## src/rtl/cla_pkg.sv

```systemverilog
// Shared constants and group-partitioning helpers for the two-level carry-lookahead adder.
package cla_pkg;

  localparam int GROUP_W = 4;

  // Number of lookahead groups needed to cover 'width' bits, LSB-first.
  function automatic int num_groups(input int width);
    return (width + GROUP_W - 1) / GROUP_W;
  endfunction

  // Bit count of group k; only the top group may be partial.
  function automatic int group_width(input int width, input int k);
    if (k < num_groups(width) - 1) begin
      return GROUP_W;
    end
    return width - GROUP_W * (num_groups(width) - 1);
  endfunction

endpackage

```

## src/rtl/cla_group4.sv

```systemverilog
// First-level lookahead block of up to four bits: fully expanded internal carries,
// plus group-generate (gg) and group-propagate (gp) for the second-level unit.
module cla_group4 #(
  parameter int n = 4
) (
  input  logic [n-1:0] a,
  input  logic [n-1:0] b,
  input  logic         cin,
  output logic [n-1:0] s,
  output logic         gg,
  output logic         gp
);

  logic [n-1:0] g;
  logic [n-1:0] p;
  logic [n-1:0] c;

  assign g = a & b;
  assign p = a ^ b;

  // Each carry is a flat sum of products of g, p and cin; no carry feeds another.
  always_comb begin : carry_expand
    logic term;
    // NOTE: every variable gets a default first so no path leaves it unassigned (no latch).
    c    = '0;
    term = 1'b0;
    c[0] = cin;
    for (int i = 1; i < n; i++) begin
      term = cin;
      for (int m = 0; m < i; m++) term = term & p[m];
      c[i] = term;
      for (int j = 0; j < i; j++) begin
        term = g[j];
        for (int m = j + 1; m < i; m++) term = term & p[m];
        c[i] = c[i] | term;
      end
    end
  end

  assign s = p ^ c;

  // Kept apart from the carry block so gg/gp visibly depend on a and b only.
  always_comb begin : group_terms
    logic term;
    term = 1'b0;
    gp   = &p;
    gg   = 1'b0;
    for (int j = 0; j < n; j++) begin
      term = g[j];
      for (int m = j + 1; m < n; m++) term = term & p[m];
      gg = gg | term;
    end
  end

endmodule

```

## src/rtl/carry_look_ahead_adder.sv

```systemverilog
// Registered two-level carry-lookahead adder: {cout, sum} = a + b + cin, one cycle latency.
// Optional macro CLA_OVERFLOW_EN adds a registered two's-complement overflow flag 'ovf'.
module carry_look_ahead_adder
  import cla_pkg::*;
#(
  parameter int width = 10
) (
  input  logic             clk,
  input  logic             rst,
  output logic [width-1:0] sum,
  output logic             cout,
`ifdef CLA_OVERFLOW_EN
  output logic             ovf,
`endif
  input  logic [width-1:0] a,
  input  logic [width-1:0] b,
  input  logic             cin
);

  localparam int NG = num_groups(width);

  logic [NG-1:0]    gg;
  logic [NG-1:0]    gp;
  logic [NG:0]      carry;
  logic [width-1:0] sum_comb;

  logic [width-1:0] sum_d;
  logic [width-1:0] sum_q;
  logic             cout_d;
  logic             cout_q;

  for (genvar k = 0; k < NG; k++) begin : g_group
    localparam int LSB = k * GROUP_W;
    localparam int GW  = group_width(width, k);

    cla_group4 #(
      .n (GW)
    ) u_group (
      .a   (a[LSB +: GW]),
      .b   (b[LSB +: GW]),
      .cin (carry[k]),
      .s   (sum_comb[LSB +: GW]),
      .gg  (gg[k]),
      .gp  (gp[k])
    );
  end

  // Second-level lookahead: carry into group k is a direct function of cin and the
  // gg/gp of groups below it; carry[NG] is the adder's carry-out.
  always_comb begin : group_lookahead
    logic term;
    carry    = '0;
    term     = 1'b0;
    carry[0] = cin;
    for (int k = 1; k <= NG; k++) begin
      term = cin;
      for (int m = 0; m < k; m++) term = term & gp[m];
      carry[k] = term;
      for (int j = 0; j < k; j++) begin
        term = gg[j];
        for (int m = j + 1; m < k; m++) term = term & gp[m];
        carry[k] = carry[k] | term;
      end
    end
  end

  always_comb begin
    sum_d  = sum_comb;
    cout_d = carry[NG];
  end

  // NOTE: sequential state is updated with non-blocking assignments only.
  always_ff @(posedge clk) begin
    if (rst) begin
      sum_q  <= '0;
      cout_q <= 1'b0;
    end else begin
      sum_q  <= sum_d;
      cout_q <= cout_d;
    end
  end

  assign sum  = sum_q;
  assign cout = cout_q;

`ifdef CLA_OVERFLOW_EN
  logic ovf_d;
  logic ovf_q;

  always_comb begin
    ovf_d = (a[width-1] == b[width-1]) && (sum_comb[width-1] != a[width-1]);
  end

  always_ff @(posedge clk) begin
    if (rst) ovf_q <= 1'b0;
    else     ovf_q <= ovf_d;
  end

  assign ovf = ovf_q;
`endif

endmodule

```

## config.mk

```make
export PLATFORM = sky130hd
export DESIGN_NAME = carry_look_ahead_adder
export DESIGN_NICKNAME = d
export VERILOG_FILES = /design/src/rtl/cla_pkg.sv /design/src/rtl/cla_group4.sv /design/src/rtl/carry_look_ahead_adder.sv
export SDC_FILE = /design/constraint.sdc
export NUM_CORES = 1
export LEC_CHECK = 0
export ABC_AREA = 1
export CAP_MARGIN = 15
export CELL_PAD_IN_SITES_DETAIL_PLACEMENT = 1
export CELL_PAD_IN_SITES_GLOBAL_PLACEMENT = 1
export CORE_MARGIN = 3
export CORE_UTILIZATION = 30
export DETAILED_ROUTE_END_ITERATION = 12
export PLACE_DENSITY_LB_ADDON = 0.3
export SLEW_MARGIN = 20
export SYNTH_ARGS = -nofsm -noshare
export SYNTH_HDL_FRONTEND = slang
export SYNTH_SLANG_ARGS = --single-unit
```

## constraint.sdc

```tcl
create_clock -name clk -period 3.1 [get_ports clk]
set_clock_uncertainty 0.15 [all_clocks]
set_input_delay 0.62 -clock clk [delete_from_list [all_inputs] [get_ports clk]]
set_output_delay 0.62 -clock clk [all_outputs]
set_load 0.05 [all_outputs]
```

==> summary.txt <==
Clocking
  – Clk root buf: clkbuf_4
  – Post-CTS sizing: 0
  – CTS Sinks: 11
  – TritonCTS clock tree: built
  – CTS Buf Count: 3
  – Clock Tree Buf Depth: 2
  – Hold Buf Count CTS: 0
  – Worst-path clk slew: around 0.070 ns
  – Max H-tree Level: 1
  – Setup Buffers After CTS: 0

Yosys
  – Ranking of synthesized cells by area: dfxtp_1 30%, ha_1 20%, nand2_1 9.1%
  – Synthesized area: 739 um2
  – Synthesized area per cell: 8.31 um2
  – Most numerous cell in the Yosys netlist: nand2_1
  – Post-synth top area share: 29.8%
  – Post-Syn Nets: 127
  – YS warnings: 0
  – Post-synth ARST share: 0%
  – Sequential area share after synthesis: 29.8%
  – Syn Inst Count: 89
  – Synth unique cells: 17
  – Post-synth top area cell: dfxtp_1
  – Most frequent cells after synthesis: 18 x nand2_1, 12 x ha_1, 11 x dfxtp_1, 11 x inv_1, 7 x a21oi_1
  – Number of synthesized flops with an enable pin: 0
  – Predominant post-synthesis flop cell: dfxtp_1
  – Number of synthesized register bits: 11

Timing
  – Max Fclk: 379 MHz
  – Max_slew headroom: 66.7%
  – Fin. Hold Viols: 0
  – Setup tns final: 0 ns
  – Tmin final: 2.64 ns
  – Worst Tran Pin Value: 0.498 ns
  – Pins Over Slew Limit: 0
  – Setup-failing EPs final: 0
  – Final worst-path cycle share: 85.0%
  – RSZ-0062 raised after global routing: no
  – Minimum setup slack in the final design: 0.464 ns

Setup path
  – Slowest CP cell: clkdlybuf4s50_1
  – Crit path arrival time: 2.64 ns
  – Slowest stage delay, CP: 0.40 ns
  – Critical Path Sink Type: flop
  – WP depth: 10
  – Critical Path Source Type: input pin
  – Crit path max fanout: 4
  – Top Family by Delay on Critical Path: adder cells
  – Most used cell, CP: nand2_1
  – Critical path class: input pin to flop
  – Crit path cell chain: clkdlybuf4s50_1 -> ha_1 -> nand2_1 -> nand2_1 -> nand2_1 -> nand2_2 -> or2_1 -> fa_1 -> xnor2_1 -> nor2_1
  – Req. time, crit path: 3.10 ns
  – Crit path buf inv count: 1

Floorplan
  – IO Pins: 34
  – Die Y: approximately 56 um
  – Initial Utilization: 32.5%
  – Die W: about 56 um
  – Standard-cell rows: 17
  – Die ar.: 3100 um2
  – Core Area: 2280 um2

Layout
  – NumNets Final: about 170
  – # diodes: 0
  – Share of cells above drive strength 1: about 8.7%
  – Layout area overhead: 53.0%

Route
  – DR iter-0 viols: 5
  – Antenna Nets Post-Route: 0
  – Detailed-route wire length per cell: 12.0 um
  – Aggregate routed wire length: 1.85 mm
  – DR pass1 iterations: 2
  – Via/cell ratio: 4.60
  – Vias: 708
  – Residual DRC count: 0

Power
  – Leak pwr: 0.529 nW
  – Power per standard cell area: roughly 430 nW/um2
  – Max IR drop VDD: 0.243 mV

Hold path
  – Worst Hold Class: input pin to flop
  – Worst hold start: rst
  – Worst Hold End: sum[9]
  – Min-Delay Path Depth: 2

Placed design
  – Pre-CTS setup slack: 0.194 ns
  – Post-detail-place hpwl: 1.61 mm
  – Port Buffers: 33
  – Placer congestion estimate: 0.717

Run
  – Maxcap violations: 0

GRT
  – Total grt overflow: 0
  – First-pass GRT wire length: 3.23 mm
  – Initial antenna violation count: 0
  – Vias in the first global route: 712
  – Largest net degree at the start of global routing: 8
  – GR Util All Layers: between 10 and 15%

Outcome
  – Status: finished clean
[flip-flops by register name, indices dropped and copies added (netlist names)]
register,cells
sum,10
cout,1
[worst max path at each step]
stage | start | slack [ns] | to
2_1_floorplan | a[1] | 0.80 | sum[7]
3_3_place_gp | a[1] | 0.28 | sum[7]
3_5_place_dp | a[1] | 0.19 | sum[7]
4_1_cts | a[1] | 0.44 | sum[5]
5_1_grt | a[1] | 0.31 | sum[7]
6_report | a[1] | 0.46 | sum[5]
[layout make-up]
type	instances	area, um2
flip-flops and latches	11	220
inverters	12	45.0
well taps	28	35.0
multi-input cells	66	474
fillers	272	1140
repair buffers	33	330
clock buffers	4	26.3
[power by group]
| part | leakage, nW | internal [mW] | switching (mW) |
|---|---|---|---|
| Sequential | 0.0917 | 0.159 | 0.00461 |
| Combinational | 0.423 | 0.0900 | 0.130 |
| Clock | 0.0150 | 0.0499 | 0.0502 |
| Total | 0.529 | 0.299 | 0.184 |
[layout by cell type (no fill, tap or decap)]
| cell | n |
|---|---|
| clkbuf_4 | 3 |
| nand3_2 | 3 |
| inv_2 | 1 |
| nand2_1 | 18 |
| xnor2_1 | 3 |
| clkdlybuf4s50_1 | 33 |
| a21oi_1 | 7 |
| or2_1 | 1 |
| nand3_1 | 3 |
| dfxtp_1 | 11 |
| nor2_1 | 6 |
| nand2_2 | 2 |
| nor2_2 | 1 |
| ha_1 | 12 |
| fa_1 | 3 |
| nand4_1 | 1 |
| clkbuf_1 | 1 |
| inv_1 | 11 |
| o21ai_1 | 5 |
| nor2_4 | 1 |
[layer usage]
metal | vias up | routed length (um) | share of wire, % | track usage [%]
met5 | - | 0 | 0 | 0
met4 | 0 | 51 | 2.8 | 7.29
met3 | 5 | 81 | 4.4 | 3.71
met2 | 19 | 981 | 53 | 24.5
met1 | 323 | 737 | 40 | 14.0
li1 | 361 | - | - | -
[metrics by stage]
stage | std cells | power, mW | utilization, % | hold slack, ns | instance area (um2)
5_1_grt | 154 | 0.518 | 49.7 | 0.939 | 1130
4_1_cts | 154 | 0.491 | 49.7 | 0.906 | 1130
2_1_floorplan | 89 | 0.303 | - | 0.541 | 739
6_report | 154 | 0.483 | 49.7 | 0.894 | 1130
3_5_place_dp | 150 | 0.388 | 48.5 | 1.19 | 1100
3_3_place_gp | 150 | 0.381 | 48.5 | 1.18 | 1100
[logic make-up after synthesis]
family | share of synthesized area, %
compound gates | 8.12
xor+xnor | 3.55
fa+ha+maj | 28.4
buf+inv | 6.09
flops | 29.8
simple gates | 24.0
Note: power is estimated with default switching activity, not from simulation.
